## src/rtl/breakout_game_ctrl.sv

```systemverilog
// Breakout game sequencer: merges block/wall/paddle bounces into the ball
// direction, runs serve/play/lock/over/win, counts lives and sums column scores.
module breakout_game_ctrl #(
    parameter int NUM_COLS    = 20,
    parameter int COL_SCORE_W = 6,
    parameter int SCORE_W     = 10,
    parameter int MAX_SCORE   = 660,
    parameter int LIVES       = 3,
    parameter int LOCK_FRAMES = 2
) (
    input  logic                            clk,
    input  logic                            reset,
    input  logic                            frame_tick,
    input  logic                            start,
    input  logic [NUM_COLS-1:0]             hit_u,
    input  logic [NUM_COLS-1:0]             hit_d,
    input  logic [NUM_COLS-1:0]             hit_l,
    input  logic [NUM_COLS-1:0]             hit_r,
    input  logic                            wall_l,
    input  logic                            wall_r,
    input  logic                            wall_t,
    input  logic                            paddle_hit,
    input  logic                            ball_miss,
    input  logic [NUM_COLS*COL_SCORE_W-1:0] col_scores,
    output logic                            dir_x,
    output logic                            dir_y,
    output logic                            ball_hold,
    output logic                            bounce,
    output logic [2:0]                      lives,
    output logic [SCORE_W-1:0]              score_total,
    output logic [2:0]                      state
);

    localparam int LW = (LOCK_FRAMES < 1) ? 1 : $clog2(LOCK_FRAMES + 1);

    typedef enum logic [2:0] {
        S_SERVE = 3'd0,
        S_PLAY  = 3'd1,
        S_LOCK  = 3'd2,
        S_OVER  = 3'd3,
        S_WIN   = 3'd4
    } state_t;

    state_t             r_state, w_state_nxt;
    logic               r_dir_x, w_dir_x_nxt;
    logic               r_dir_y, w_dir_y_nxt;
    logic               r_hold, w_hold_nxt;
    logic               r_bounce, w_bounce_nxt;
    logic [2:0]         r_lives, w_lives_nxt;
    logic [LW-1:0]      r_lock, w_lock_nxt;
    logic [SCORE_W-1:0] r_score, w_score_sum;
    logic               w_blk_v, w_blk_h;
    logic [2:0]         w_lives_dec;

    assign w_blk_v     = (|hit_u) | (|hit_d);
    assign w_blk_h     = (|hit_l) | (|hit_r);
    assign w_lives_dec = r_lives - 3'd1;

    always_comb begin
        w_score_sum = '0;
        for (int unsigned k = 0; k < NUM_COLS; k++) begin
            w_score_sum = w_score_sum + SCORE_W'(col_scores[k*COL_SCORE_W +: COL_SCORE_W]);
        end
    end

    always_comb begin
        w_state_nxt  = r_state;
        w_dir_x_nxt  = r_dir_x;
        w_dir_y_nxt  = r_dir_y;
        w_bounce_nxt = 1'b0;
        w_lives_nxt  = r_lives;
        w_lock_nxt   = r_lock;
        case (r_state)
            S_SERVE: begin
                if (start) begin
                    w_state_nxt = S_PLAY;
                    w_dir_x_nxt = 1'b1;
                    w_dir_y_nxt = 1'b0;
                end
            end
            S_PLAY, S_LOCK: begin
                if (ball_miss) begin
                    w_lives_nxt = w_lives_dec;
                    w_state_nxt = (w_lives_dec == 3'd0) ? S_OVER : S_SERVE;
                end else if (r_score == SCORE_W'(MAX_SCORE)) begin
                    w_state_nxt = S_WIN;
                end else begin
                    if (r_state == S_PLAY && (w_blk_v || w_blk_h)) begin
                        if (|hit_u)      w_dir_y_nxt = 1'b0;
                        else if (|hit_d) w_dir_y_nxt = 1'b1;
                        if (|hit_l)      w_dir_x_nxt = 1'b0;
                        else if (|hit_r) w_dir_x_nxt = 1'b1;
                        w_bounce_nxt = 1'b1;
                        w_lock_nxt   = LW'(LOCK_FRAMES);
                        w_state_nxt  = S_LOCK;
                    end else if (r_state == S_LOCK) begin
                        if (r_lock == '0)    w_state_nxt = S_PLAY;
                        else if (frame_tick) w_lock_nxt  = r_lock - LW'(1);
                    end
                    // Walls and paddle are applied last so they override a block on the same axis.
                    if (wall_l)     w_dir_x_nxt = 1'b1;
                    if (wall_r)     w_dir_x_nxt = 1'b0;
                    if (wall_t)     w_dir_y_nxt = 1'b1;
                    if (paddle_hit) w_dir_y_nxt = 1'b0;
                end
            end
            S_OVER, S_WIN: begin
                if (start) begin
                    w_lives_nxt = 3'(LIVES);
                    w_state_nxt = S_SERVE;
                end
            end
            default: w_state_nxt = S_SERVE;
        endcase
        w_hold_nxt = !(w_state_nxt == S_PLAY || w_state_nxt == S_LOCK);
    end

    always_ff @(posedge clk or posedge reset) begin
        if (reset) begin
            r_state  <= S_SERVE;
            r_dir_x  <= 1'b1;
            r_dir_y  <= 1'b0;
            r_hold   <= 1'b1;
            r_bounce <= 1'b0;
            r_lives  <= 3'(LIVES);
            r_lock   <= '0;
            r_score  <= '0;
        end else begin
            r_state  <= w_state_nxt;
            r_dir_x  <= w_dir_x_nxt;
            r_dir_y  <= w_dir_y_nxt;
            r_hold   <= w_hold_nxt;
            r_bounce <= w_bounce_nxt;
            r_lives  <= w_lives_nxt;
            r_lock   <= w_lock_nxt;
            r_score  <= w_score_sum;
        end
    end

    assign dir_x       = r_dir_x;
    assign dir_y       = r_dir_y;
    assign ball_hold   = r_hold;
    assign bounce      = r_bounce;
    assign lives       = r_lives;
    assign score_total = r_score;
    assign state       = r_state;

endmodule

```

## config.mk

```make
export PLATFORM = sky130hd
export DESIGN_NAME = breakout_game_ctrl
export DESIGN_NICKNAME = d
export VERILOG_FILES = /design/src/rtl/breakout_game_ctrl.sv
export SDC_FILE = /design/constraint.sdc
export NUM_CORES = 1
export LEC_CHECK = 0
export ABC_AREA = 0
export CAP_MARGIN = 15
export CORE_MARGIN = 2
export CORE_UTILIZATION = 36
export CTS_CLUSTER_DIAMETER = 100
export DETAILED_ROUTE_END_ITERATION = 10
export PLACE_DENSITY = 0.79
export SETUP_SLACK_MARGIN = 0.02
export SLEW_MARGIN = 30
export SYNTH_ARGS = -nofsm -noshare
export SYNTH_HDL_FRONTEND = slang
export SYNTH_SLANG_ARGS = --single-unit
```

## constraint.sdc

```tcl
create_clock -name clk -period 2.6 [get_ports clk]
set_clock_uncertainty 0.05 [all_clocks]
set_input_delay 0.52 -clock clk [delete_from_list [all_inputs] [get_ports clk]]
set_output_delay 0.52 -clock clk [all_outputs]
set_load 0.01 [all_outputs]
```

==> results_tabular.tex <==
\begin{tabular}{lr}
\hline
Metric & Value \\
\hline
\multicolumn{2}{l}{\textbf{Clock network}} \\
\quad Clk slew on worst S/H paths & 60 ps \\
\quad Clock tree from TritonCTS & done \\
\quad Root buffer selected by CTS & sky130\_fd\_sc\_hd\_\_clkbuf\_16 \\
\quad CTS Buffer Depth & 2 \\
\quad Number of buffers inserted during clock tree synthesis & 3 \\
\quad Source-to-sink clock delay at the later pin of the worst-skew pair & 250 ps \\
\quad Number of clock sinks & 22 \\
\quad Deepest level of the CTS H-tree & 1 \\
\quad Hold bufs inserted after CTS & 0 \\
\multicolumn{2}{l}{\textbf{Synthesis}} \\
\quad Most area-hungry cell type in the Yosys netlist & sky130\_fd\_sc\_hd\_\_fa\_1 \\
\quad Compound-gate portion of the synthesized area & 6.67\% \\
\quad Net count of the mapped netlist & 797 \\
\quad Multiplexer share of the synthesized area & 0\% \\
\quad Share of the synthesized netlist area taken by xor and xnor gates & 1.58\% \\
\quad Synth async-reset ratio & 100\% \\
\quad Simple-gate area share of the yosys netlist & 9.95\% \\
\quad Top cell type's share of synthesized area & 46.2\% \\
\quad Sequential cell area fraction in the yosys report & 12.6\% \\
\quad Post-Syn Instances & 456 \\
\quad Library cells used by synthesis & 39 \\
\quad Register bit total from synthesis & 22 \\
\quad Syn Std Cell Area & 4420 sq um \\
\quad Largest cells by area after synthesis & sky130\_fd\_sc\_hd\_\_fa\_1, sky130\_fd\_sc\_hd\_\_inv\_1, sky130\_fd\_sc\_hd\_\_dfrtp\_1 \\
\quad Most common flop cell mapped by yosys & sky130\_fd\_sc\_hd\_\_dfrtp\_1 \\
\quad Number of warnings issued by yosys & 0 \\
\quad EDFF count, synth & 0 \\
\quad Dominant combinational cell family by area after synthesis & adder cells \\
\quad Mapped Avg Cell Area & 9.70 sq um \\
\quad Adder and majority gate portion of the synthesized area & 54.6\% \\
\multicolumn{2}{l}{\textbf{GRT}} \\
\quad Aggregate global routing overflow & 0 \\
\quad Via count of the first global-routing pass & 4,433 \\
\quad Number of antenna violations at the first check in global routing & 0 \\
\quad Pin count of the biggest net entering global routing & 23 \\
\quad First-pass GRT wire length & 19.4 mm \\
\quad Global routing usage summed across all routing layers & 18.1\% \\
\multicolumn{2}{l}{\textbf{Final layout}} \\
\quad Most used cells in the layout excluding fill and tap cells & sky130\_fd\_sc\_hd\_\_clkdlybuf4s50\_1, sky130\_fd\_sc\_hd\_\_inv\_1, sky130\_fd\_sc\_hd\_\_fa\_1, sky130\_fd\_sc\_hd\_\_dlygate4sd2\_1, sky130\_fd\_sc\_hd\_\_inv\_2 \\
\quad Antenna diodes & 0 \\
\quad \# nets final & 1,046 \\
\quad Commonest non-fill, non-tap cell in the layout & sky130\_fd\_sc\_hd\_\_clkdlybuf4s50\_1 \\
\quad Proportion of layout cells with a drive suffix above 1 & 20.5\% \\
\quad Relative area change from synthesis to final layout & 63.3\% \\
\multicolumn{2}{l}{\textbf{STA}} \\
\quad Final Cycle Share & 217\% \\
\quad Setup repair after global routing missed its margin & true \\
\quad Number of failing hold endpoints at the final stage & 0 \\
\quad Count of endpoints failing setup in the final report & 9 \\
\quad Normalized max-slew margin & 68.4\% \\
\quad Minimum clock period & 5630 ps \\
\quad Slew at the pin with the worst max-slew slack & 473 ps \\
\quad FMAX & 178 MHz \\
\quad Worst hold margin & 453 ps \\
\quad Worst setup slack after layout & -3030 ps \\
\quad Slew Limit Fails & 0 \\
\multicolumn{2}{l}{\textbf{Hold path}} \\
\quad Start point of the worst min-delay path & dir\_y\$\_DFFE\_PP0P\_ \\
\quad Hold Crit Class & flop to flop \\
\quad Min-Delay Endpoint & dir\_y\$\_DFFE\_PP0P\_ \\
\quad Hold Path Stages & 1 \\
\multicolumn{2}{l}{\textbf{Critical path}} \\
\quad Setup slack on the worst flop-to-flop path & 540 ps \\
\quad Endpoint of the worst register-to-register path & dir\_y\$\_DFFE\_PP0P\_ \\
\quad Critical Path Sink Type & flop \\
\quad R2r worst-path depth & 6 \\
\quad Critical path start-end classification & input pin to flop \\
\quad Startpoint of the lowest-slack register-to-register path & score\_total[1]\$\_DFF\_PP0\_ \\
\quad Worst setup SP type & input pin \\
\quad Critical Path RT & 2680 ps \\
\quad Largest fanout of any net on the critical path & 2 \\
\quad Arrival time worst endpoint & 5710 ps \\
\multicolumn{2}{l}{\textbf{Placed design}} \\
\quad Worst Setup Slack post-DPL & -3780 ps \\
\quad Number of buffers inserted by port buffering & 228 \\
\quad Routability-driven placement congestion ratio & 0.798 \\
\quad Half-perimeter wire length of the detailed placement result & 10.6 mm \\
\multicolumn{2}{l}{\textbf{Floorplan}} \\
\quad I/O pin cnt & 229 \\
\quad Die Footprint & 13,200 sq um \\
\quad Row count & 40 \\
\quad Height of the die & 115 um \\
\quad Width of the die & 115 um \\
\quad Initial standard-cell utilization of the core & 36.8\% \\
\quad Std-Cell Core Area & 12,000 sq um \\
\multicolumn{2}{l}{\textbf{Detailed routing}} \\
\quad Drt first-iter violations & 81 \\
\quad Total routed wirelength & 11.5 mm \\
\quad Drt drc & 0 \\
\quad Number of vias per cell & 4.53 \\
\quad Number of iterations in the first detailed-routing pass & 4 \\
\quad Total via count after detailed routing & 3,856 \\
\quad Routed WL per cell & 13.6 um \\
\quad ANT nets after route & 0 \\
\multicolumn{2}{l}{\textbf{Flow run}} \\
\quad Max-capacitance violation count & 0 \\
\multicolumn{2}{l}{\textbf{Status}} \\
\quad Status & finished, violations left \\
\quad Failing checks & setup timing \\
\hline
\end{tabular}
[cell families (layout without fill, tap and decap cells)]
| kind of cell | Yosys count | after routing |
|---|---|---|
| AO/OA/AOI/OAI | 39 | 39 |
| XOR/XNOR | 8 | 8 |
| adder cells (fa/ha/maj) | 132 | 132 |
| buffers and inverters | 172 | 420 |
| flip-flops | 22 | 22 |
| AND/OR/NAND/NOR | 83 | 83 |
[per-stage QoR]
step	util, %	cell area [sq um]	instances	TNS [ps]
floorplan	-	4470	456	-22540
global placement	58.6	7040	844	-29710
detailed placement	58.6	7040	844	-30330
CTS	59.6	7160	849	-23650
global route	60.2	7230	851	-24340
finish	60.2	7230	851	-23390
[how the worst max path moves through the flow]
stage                   start  slack, ps  cells after the start                  endpoint
4_1_cts        col_scores[92]      -3100                     22  score_total[9]$_DFF_PP0_
3_5_place_dp   col_scores[92]      -3780                     22  score_total[9]$_DFF_PP0_
2_1_floorplan  col_scores[92]      -2950                     21  score_total[9]$_DFF_PP0_
5_1_grt        col_scores[80]      -3160                     20  score_total[9]$_DFF_PP0_
3_3_place_gp   col_scores[92]      -3680                     22  score_total[9]$_DFF_PP0_
6_report       col_scores[80]      -3030                     20  score_total[9]$_DFF_PP0_
[layout make-up]
| cell class | instances | area, sq um |
|---|---|---|
| fillers | 1042 | 4790 |
| multi-input cells | 262 | 3440 |
| repair buffers | 247 | 2320 |
| inverters | 169 | 642 |
| flip-flops and latches | 22 | 556 |
| well taps | 147 | 184 |
| clock buffers | 4 | 88.8 |
[Yosys cell counts, drive strengths merged (5+ instances only)]
library cell	n
nand3	5
ha	30
o21ai	10
nand2	15
a21oi	6
fa	102
nor4	22
inv	169
nor2	23
dfrtp	18
xnor2	6
[sequential cells by signal, indices dropped and copies added, names as in the netlist]
name / cells
dir_y: 1
dir_x: 1
r_lock: 2
ball_hold: 1
score_total: 10
bounce: 1
lives: 3
state: 3
[routing by layer]
metal	up-vias	wire [um]	GRT usage, %
met1	1875	4320	20.7
met4	0	189	3.61
met3	20	605	2.74
met5	-	0	0
li1	1844	-	-
met2	117	6420	35.6
[repair_timing]
| item | CTS | global route |
|---|---|---|
| resized for setup | 209 | 47 |
| hold endpoints to repair | 0 | 0 |
| buffers inserted | 2 | 2 |
| endpoints found under the setup margin | 10 | 10 |
| gates cloned | 0 | 0 |
| pin swaps | 99 | 67 |
[worst max-delay path, cell delays in order]
cell and delay (ps):
sky130_fd_sc_hd__buf_6 90, sky130_fd_sc_hd__fa_1 550, sky130_fd_sc_hd__inv_2 50, sky130_fd_sc_hd__fa_1 490
sky130_fd_sc_hd__fa_1 560, sky130_fd_sc_hd__inv_2 40, sky130_fd_sc_hd__fa_1 510, sky130_fd_sc_hd__fa_2 580
sky130_fd_sc_hd__inv_2 40, sky130_fd_sc_hd__fa_2 510, sky130_fd_sc_hd__inv_2 30, sky130_fd_sc_hd__fa_1 490
sky130_fd_sc_hd__inv_2 80, sky130_fd_sc_hd__fa_2 230, sky130_fd_sc_hd__nor2b_4 50, sky130_fd_sc_hd__o21ai_4 160
sky130_fd_sc_hd__a21boi_2 70, sky130_fd_sc_hd__o21a_1 200, sky130_fd_sc_hd__o41a_1 330, sky130_fd_sc_hd__xnor2_1 140
Power is not shown: default switching activity piles up to over one toggle a cycle in this logic, so the estimate is an artifact.
